[src/rtl/riscv_pipe_pkg.sv]
// Shared pipeline definitions for the hazard controller: forwarding-select
// encodings, register-index width, the scoreboard slot layout and the
// destination-match helper used by every hazard comparison.
package riscv_pipe_pkg;

  localparam int REG_AW = 5;

  localparam logic [1:0] FWD_RF  = 2'b00;  // operand from register file
  localparam logic [1:0] FWD_MEM = 2'b01;  // operand from MEM-stage ALU result
  localparam logic [1:0] FWD_WB  = 2'b10;  // operand from WB-stage write data

  typedef struct packed {
    logic              wen;
    logic [REG_AW-1:0] rd;
    logic              load;
    logic [REG_AW-1:0] rs1;
    logic [REG_AW-1:0] rs2;
  } hz_slot_t;

  localparam hz_slot_t HZ_SLOT_EMPTY = '{
    wen:  1'b0,
    rd:   {REG_AW{1'b0}},
    load: 1'b0,
    rs1:  {REG_AW{1'b0}},
    rs2:  {REG_AW{1'b0}}
  };

  // True when the slot produces a value the given source register needs.
  // Writes to x0 are discarded by the register file, so they never match.
  function automatic logic rd_match(input hz_slot_t slot,
                                    input logic [REG_AW-1:0] rs,
                                    input logic use_rs);
    return use_rs & slot.wen & (slot.rd != {REG_AW{1'b0}}) & (slot.rd == rs);
  endfunction

endpackage

[src/rtl/hazard_scoreboard.sv]
// Three-slot destination scoreboard mirroring the EX, MEM and WB stages.
// Shifts one stage per cycle when the pipe advances; a bubble loads an empty
// slot into EX. Holds every slot while the pipe is frozen.
module hazard_scoreboard
  import riscv_pipe_pkg::*;
(
  input  logic     clk,
  input  logic     rst_n,
  input  logic     advance,
  input  logic     bubble,
  input  hz_slot_t id_slot,
  output hz_slot_t ex_slot,
  output hz_slot_t mem_slot,
  output hz_slot_t wb_slot
);

  hz_slot_t ex_r;
  hz_slot_t mem_r;
  hz_slot_t wb_r;

  // Stage shift: WB<=MEM, MEM<=EX, EX<=ID or bubble; frozen when not advancing.
  always_ff @(posedge clk or negedge rst_n) begin
    if (!rst_n) begin
      ex_r  <= HZ_SLOT_EMPTY;
      mem_r <= HZ_SLOT_EMPTY;
      wb_r  <= HZ_SLOT_EMPTY;
    end else if (advance) begin
      wb_r  <= mem_r;
      mem_r <= ex_r;
      ex_r  <= bubble ? HZ_SLOT_EMPTY : id_slot;
    end else begin
      wb_r  <= wb_r;
      mem_r <= mem_r;
      ex_r  <= ex_r;
    end
  end

  assign ex_slot  = ex_r;
  assign mem_slot = mem_r;
  assign wb_slot  = wb_r;

endmodule

[src/rtl/hazard_ctrl.sv]
// Hazard controller for the 5-stage pipe: compares the ID instruction's
// sources against the EX/MEM/WB scoreboard and issues stall, flush, bubble,
// EX forwarding selects and ID write-through bypass. All outputs are
// combinational from the scoreboard and the current ID inputs.
// Build option: define HAZARD_FORWARDING_EN to enable EX operand forwarding
// (only load-use stalls). Without it forwarding selects stay at the register
// file and any RAW against EX or MEM stalls until the producer reaches WB.
module hazard_ctrl
  import riscv_pipe_pkg::*;
#(
  parameter int FWD_W = 2
) (
  input  logic             clk,
  input  logic             rst_n,
  input  logic             id_valid,
  input  logic [31:0]      id_ins,
  input  logic             id_use_rs1,
  input  logic             id_use_rs2,
  input  logic             id_regwen,
  input  logic             id_is_load,
  input  logic             ex_br_taken,
  input  logic             mem_ready,
  output logic             stall_if,
  output logic             stall_id,
  output logic             flush_id,
  output logic             bubble_ex,
  output logic [FWD_W-1:0] fwd_a,
  output logic [FWD_W-1:0] fwd_b,
  output logic             id_byp_a,
  output logic             id_byp_b
);

  logic [REG_AW-1:0] id_rs1_s;
  logic [REG_AW-1:0] id_rs2_s;
  logic [REG_AW-1:0] id_rd_s;
  hz_slot_t          id_slot_s;
  hz_slot_t          ex_s;
  hz_slot_t          mem_s;
  hz_slot_t          wb_s;
  logic              hz_raw_s;
  logic              sb_bubble_s;
  logic              stall_if_s;
  logic              stall_id_s;
  logic              flush_id_s;
  logic              bubble_ex_s;
  logic [1:0]        fwd_a_s;
  logic [1:0]        fwd_b_s;
  logic              id_byp_a_s;
  logic              id_byp_b_s;
  logic              unused_s;

  assign id_rs1_s = id_ins[19:15];
  assign id_rs2_s = id_ins[24:20];
  assign id_rd_s  = id_ins[11:7];

  // Bits outside the register fields and slot fields not consumed in this build.
  assign unused_s = ^{id_ins, ex_s, mem_s, wb_s};

`ifdef HAZARD_FORWARDING_EN
  // Youngest value wins: MEM ALU result, then WB data, else register file.
  // A load in MEM has no data yet, so it cannot be forwarded from there.
  function automatic logic [1:0] fwd_sel(input hz_slot_t mem_slot,
                                         input hz_slot_t wb_slot,
                                         input logic [REG_AW-1:0] rs);
    if (rd_match(mem_slot, rs, 1'b1) && !mem_slot.load) begin
      return FWD_MEM;
    end else if (rd_match(wb_slot, rs, 1'b1)) begin
      return FWD_WB;
    end else begin
      return FWD_RF;
    end
  endfunction
`endif

  // Pack the ID instruction into a scoreboard slot for the next EX entry.
  always_comb begin
    id_slot_s      = HZ_SLOT_EMPTY;
    id_slot_s.wen  = id_regwen;
    id_slot_s.rd   = id_rd_s;
    id_slot_s.load = id_is_load;
    id_slot_s.rs1  = id_rs1_s;
    id_slot_s.rs2  = id_rs2_s;
  end

  // RAW detection against older in-flight producers of a used ID source.
  always_comb begin
    hz_raw_s = 1'b0;
    if (id_valid) begin
`ifdef HAZARD_FORWARDING_EN
      hz_raw_s = ex_s.load & (rd_match(ex_s, id_rs1_s, id_use_rs1) |
                              rd_match(ex_s, id_rs2_s, id_use_rs2));
`else
      hz_raw_s = rd_match(ex_s,  id_rs1_s, id_use_rs1) |
                 rd_match(ex_s,  id_rs2_s, id_use_rs2) |
                 rd_match(mem_s, id_rs1_s, id_use_rs1) |
                 rd_match(mem_s, id_rs2_s, id_use_rs2);
`endif
    end else begin
      hz_raw_s = 1'b0;
    end
  end

  // Pipe control priority: memory freeze, then redirect, then RAW stall.
  always_comb begin
    stall_if_s  = 1'b0;
    stall_id_s  = 1'b0;
    flush_id_s  = 1'b0;
    bubble_ex_s = 1'b0;
    if (!rst_n) begin
      stall_if_s  = 1'b0;
      stall_id_s  = 1'b0;
    end else if (!mem_ready) begin
      stall_if_s  = 1'b1;
      stall_id_s  = 1'b1;
    end else if (ex_br_taken) begin
      flush_id_s  = 1'b1;
      bubble_ex_s = 1'b1;
    end else if (hz_raw_s) begin
      stall_if_s  = 1'b1;
      stall_id_s  = 1'b1;
      bubble_ex_s = 1'b1;
    end else begin
      bubble_ex_s = 1'b0;
    end
  end

  // EX forwarding selects and ID write-through bypass from scoreboard matches.
  always_comb begin
    fwd_a_s    = FWD_RF;
    fwd_b_s    = FWD_RF;
    id_byp_a_s = 1'b0;
    id_byp_b_s = 1'b0;
    if (rst_n) begin
`ifdef HAZARD_FORWARDING_EN
      fwd_a_s = fwd_sel(mem_s, wb_s, ex_s.rs1);
      fwd_b_s = fwd_sel(mem_s, wb_s, ex_s.rs2);
`endif
      id_byp_a_s = id_valid & rd_match(wb_s, id_rs1_s, id_use_rs1);
      id_byp_b_s = id_valid & rd_match(wb_s, id_rs2_s, id_use_rs2);
    end else begin
      fwd_a_s    = FWD_RF;
      fwd_b_s    = FWD_RF;
    end
  end

  assign sb_bubble_s = bubble_ex_s | ~id_valid;

  hazard_scoreboard u_scoreboard (
    .clk      (clk),
    .rst_n    (rst_n),
    .advance  (mem_ready),
    .bubble   (sb_bubble_s),
    .id_slot  (id_slot_s),
    .ex_slot  (ex_s),
    .mem_slot (mem_s),
    .wb_slot  (wb_s)
  );

  assign stall_if  = stall_if_s;
  assign stall_id  = stall_id_s;
  assign flush_id  = flush_id_s;
  assign bubble_ex = bubble_ex_s;
  assign fwd_a     = FWD_W'(fwd_a_s);
  assign fwd_b     = FWD_W'(fwd_b_s);
  assign id_byp_a  = id_byp_a_s;
  assign id_byp_b  = id_byp_b_s;

endmodule

[config.mk]
export PLATFORM = sky130hd
export DESIGN_NAME = hazard_ctrl
export DESIGN_NICKNAME = d
export VERILOG_FILES = /design/src/rtl/riscv_pipe_pkg.sv /design/src/rtl/hazard_scoreboard.sv /design/src/rtl/hazard_ctrl.sv
export SDC_FILE = /design/constraint.sdc
export NUM_CORES = 1
export LEC_CHECK = 0
export CAP_MARGIN = 10
export CORE_MARGIN = 2
export CORE_UTILIZATION = 43
export DETAILED_ROUTE_END_ITERATION = 16
export HOLD_SLACK_MARGIN = 0.02
export PLACE_DENSITY = 0.8
export SKIP_CTS_REPAIR_TIMING = 1
export SYNTH_ARGS = -nofsm -noshare
export SYNTH_HDL_FRONTEND = slang
export SYNTH_SLANG_ARGS = --single-unit
[constraint.sdc]
create_clock -name clk -period 2.78 [get_ports clk]
set_clock_uncertainty 0.05 [all_clocks]
set_input_delay 0.556 -clock clk [delete_from_list [all_inputs] [get_ports clk]]
set_output_delay 0.556 -clock clk [all_outputs]
set_load 0.02 [all_outputs]
==> reports/metrics.cfg <==
[place]
pre_cts_ws_ns=-0.592
hpwl_um=2470
gp_congestion=0.856
numPortBuffers=28

[yosys]
synth_cell_type_count=30
yosysSeqAreaShare=0.362
netlist_area_mm2=0.00124
ys_ff_latch=18
avgSynthCellArea_um2=10.5
async_reset_ff_frac=1.00
synth_cells=119
yosys_most_used_dff=dfrtp_1
synth-edff-count=0
yosysWarnings=0

[route]
drt_iter0_markers=41
first_pass_iters=4
wirelength_um=3230
drt-wirelength-per-cell_um=16.6
drc_errors=0
drt.antenna.violating_nets=0
vias=1111
vias_per_cell=5.73

[worst_setup_path]
cp_max_fo=3
worstPathBufferInverterCount=2
critPathMaxStageDelay_ns=0.37
required_ns=2.17
cp-end-kind=primary output
worstPathArrival_ns=2.11
crit_family=simple AND/OR/NAND/NOR gates
worst_path_max_delay_cell=nor4_1
critical_path_class=primary input to primary output
crit_chain=dlymetal6s2s_1, xor2_1, nor4_1, a32oi_2, nor3b_1, o311a_1, clkbuf_2
cp-start-kind=primary input

[floorplanning]
initial_utilization=0.451
coreArea_mm2=0.00276
dieArea_mm2=0.00334
die_w_um=57.8
row_count=19
io_pins=51
chipHeight_um=57.8

[finish]
drive_gt1_frac=0.282
syn_to_final_growth_pct=39.4
final_util=0.629
final_net_count=205
diodes=0

[clock_network]
cts_root_buf=clkbuf_4
cts_buffers=3
clock_sinks=18
htreeDepth=1
cts_tree=yes
clkLatencyLatePin_ns=0.29
clkTransAtPathRegs_ns=0.09
cts_buffer_depth=2

[power]
p_leak_nw=0.863
powerDensity_mw_per_mm2=429
peakVddDrop_mv=0.398

[sta]
finalCriticalPeriod_ns=2.71
hold_slack_ns=0.512
max_clock_freq_ghz=0.368
final_max_slew_viol_count=0
finalHoldViolCount=0
setup_viol=0
worst_slack_ns=0.0654
fin_crit_sh=0.976

[min_path]
hold_class=flip-flop to flip-flop

[job]
cap_viol_max_count=0

[global_routing]
grt_pass1_vias=1119
grt_pass1_wl_um=4970
antenna_found_initial=0
track_usage=0.193
grt_max_degree=14
grt_overflow=0

[outcome]
status=finished clean

-- sequential cells by signal (all words and copies together) (netlist names) --
signal                 flops
u_scoreboard.mem_slot      6
u_scoreboard.wb_slot       6
u_scoreboard.ex_slot       6
-- metrics by stage --
stage / area [um2] / instances / power, mW / setup TNS (ns)
2_1_floorplan: 1260 / 122 / 0.479 / 0
3_3_place_gp: 1650 / 189 / 0.573 / -1.93
3_5_place_dp: 1650 / 189 / 0.581 / -1.96
4_1_cts: 1680 / 193 / 0.742 / -1.98
5_1_grt: 1740 / 194 / 0.789 / -0.0514
6_report: 1740 / 194 / 0.745 / 0
-- power breakdown --
group          internal, mW  switching, mW
Combinational         0.133          0.110
Clock                0.0797         0.0761
Sequential            0.294         0.0519
Total                 0.507          0.238
-- cell families after synthesis --
kind of cell	Yosys count	share of synthesized area
DFF	18	0.362
muxes	12	0.109
buffers and inverters	10	0.0452
xor gates and xnor gates	30	0.211
and+or+nand+nor	27	0.124
other	1	0.00301
AOI/OAI and AO/OA	21	0.147
-- cell type report --
type	count	area, um2
tap	31	38.8
inverter	2	7.51
timing repair buffer	45	425
fill	228	1020
sequential	18	450
multi-input combinational	94	777
clock buffer	4	36.3
-- synthesized netlist by cell type (2+ instances only) --
library cell | count | area [um2]
xnor2_1 | 14 | 123
nand2_1 | 8 | 30.0
buf_4 | 5 | 37.5
xor2_1 | 16 | 140
nor4_1 | 4 | 25.0
clkbuf_1 | 3 | 11.3
nand4_1 | 2 | 12.5
inv_1 | 2 | 7.51
and2_1 | 2 | 12.5
o21ai_1 | 6 | 30.0
nor3b_1 | 2 | 15.0
a32oi_1 | 7 | 61.3
or4_1 | 2 | 15.0
dfrtp_1 | 18 | 450
nor3_1 | 2 | 10.0
mux2_2 | 12 | 135
-- cells in the final DEF, fill, tap and decap left out, drive strengths merged --
cell	count
a32o	1
nor2	1
xor2	16
buf	18
clkdlybuf4s50	13
conb	4
o311a	1
nor3	2
o2111ai	1
nor3b	2
a32oi	8
dlymetal6s2s	12
mux2	12
or4	3
nand4	2
nand2	8
xnor2	14
nor2b	1
and2	2
inv	2
and3	1
nand2b	1
dfrtp	18
o221ai	1
o22ai	1
clkbuf	6
o21ai	8
nor4	4
-- per-layer routing --
layer	GRT usage	routed length, um	up-vias	part of all wire
li1	-	-	521	-
met1	0.247	1350	547	0.42
met2	0.331	1640	37	0.51
met3	0.0201	164	6	0.051
met4	0.0797	68	0	0.021
met5	0	0	-	0
-- worst paths after layout --
path | endpoint | cells past startpoint | startpoint | slack, ns
worst max register to register | u_scoreboard.ex_slot[12]$_DFFE_PN0P_ | 6 | u_scoreboard.ex_slot[13]$_DFFE_PN0P_ | 0.89
max in group asynchronous | u_scoreboard.ex_slot[11]$_DFFE_PN0P_ | 3 | rst_n | 1.90
worst min-delay path | u_scoreboard.wb_slot[16]$_DFFE_PN0P_ | 1 | u_scoreboard.wb_slot[16]$_DFFE_PN0P_ | 0.51
worst max-delay path | bubble_ex | 7 | id_ins[17] | 0.07
worst min register to register | u_scoreboard.wb_slot[16]$_DFFE_PN0P_ | 1 | u_scoreboard.wb_slot[16]$_DFFE_PN0P_ | 0.51
min in group asynchronous | u_scoreboard.mem_slot[11]$_DFFE_PN0P_ | 2 | rst_n | 0.59
(Power assumes the default switching activity.)
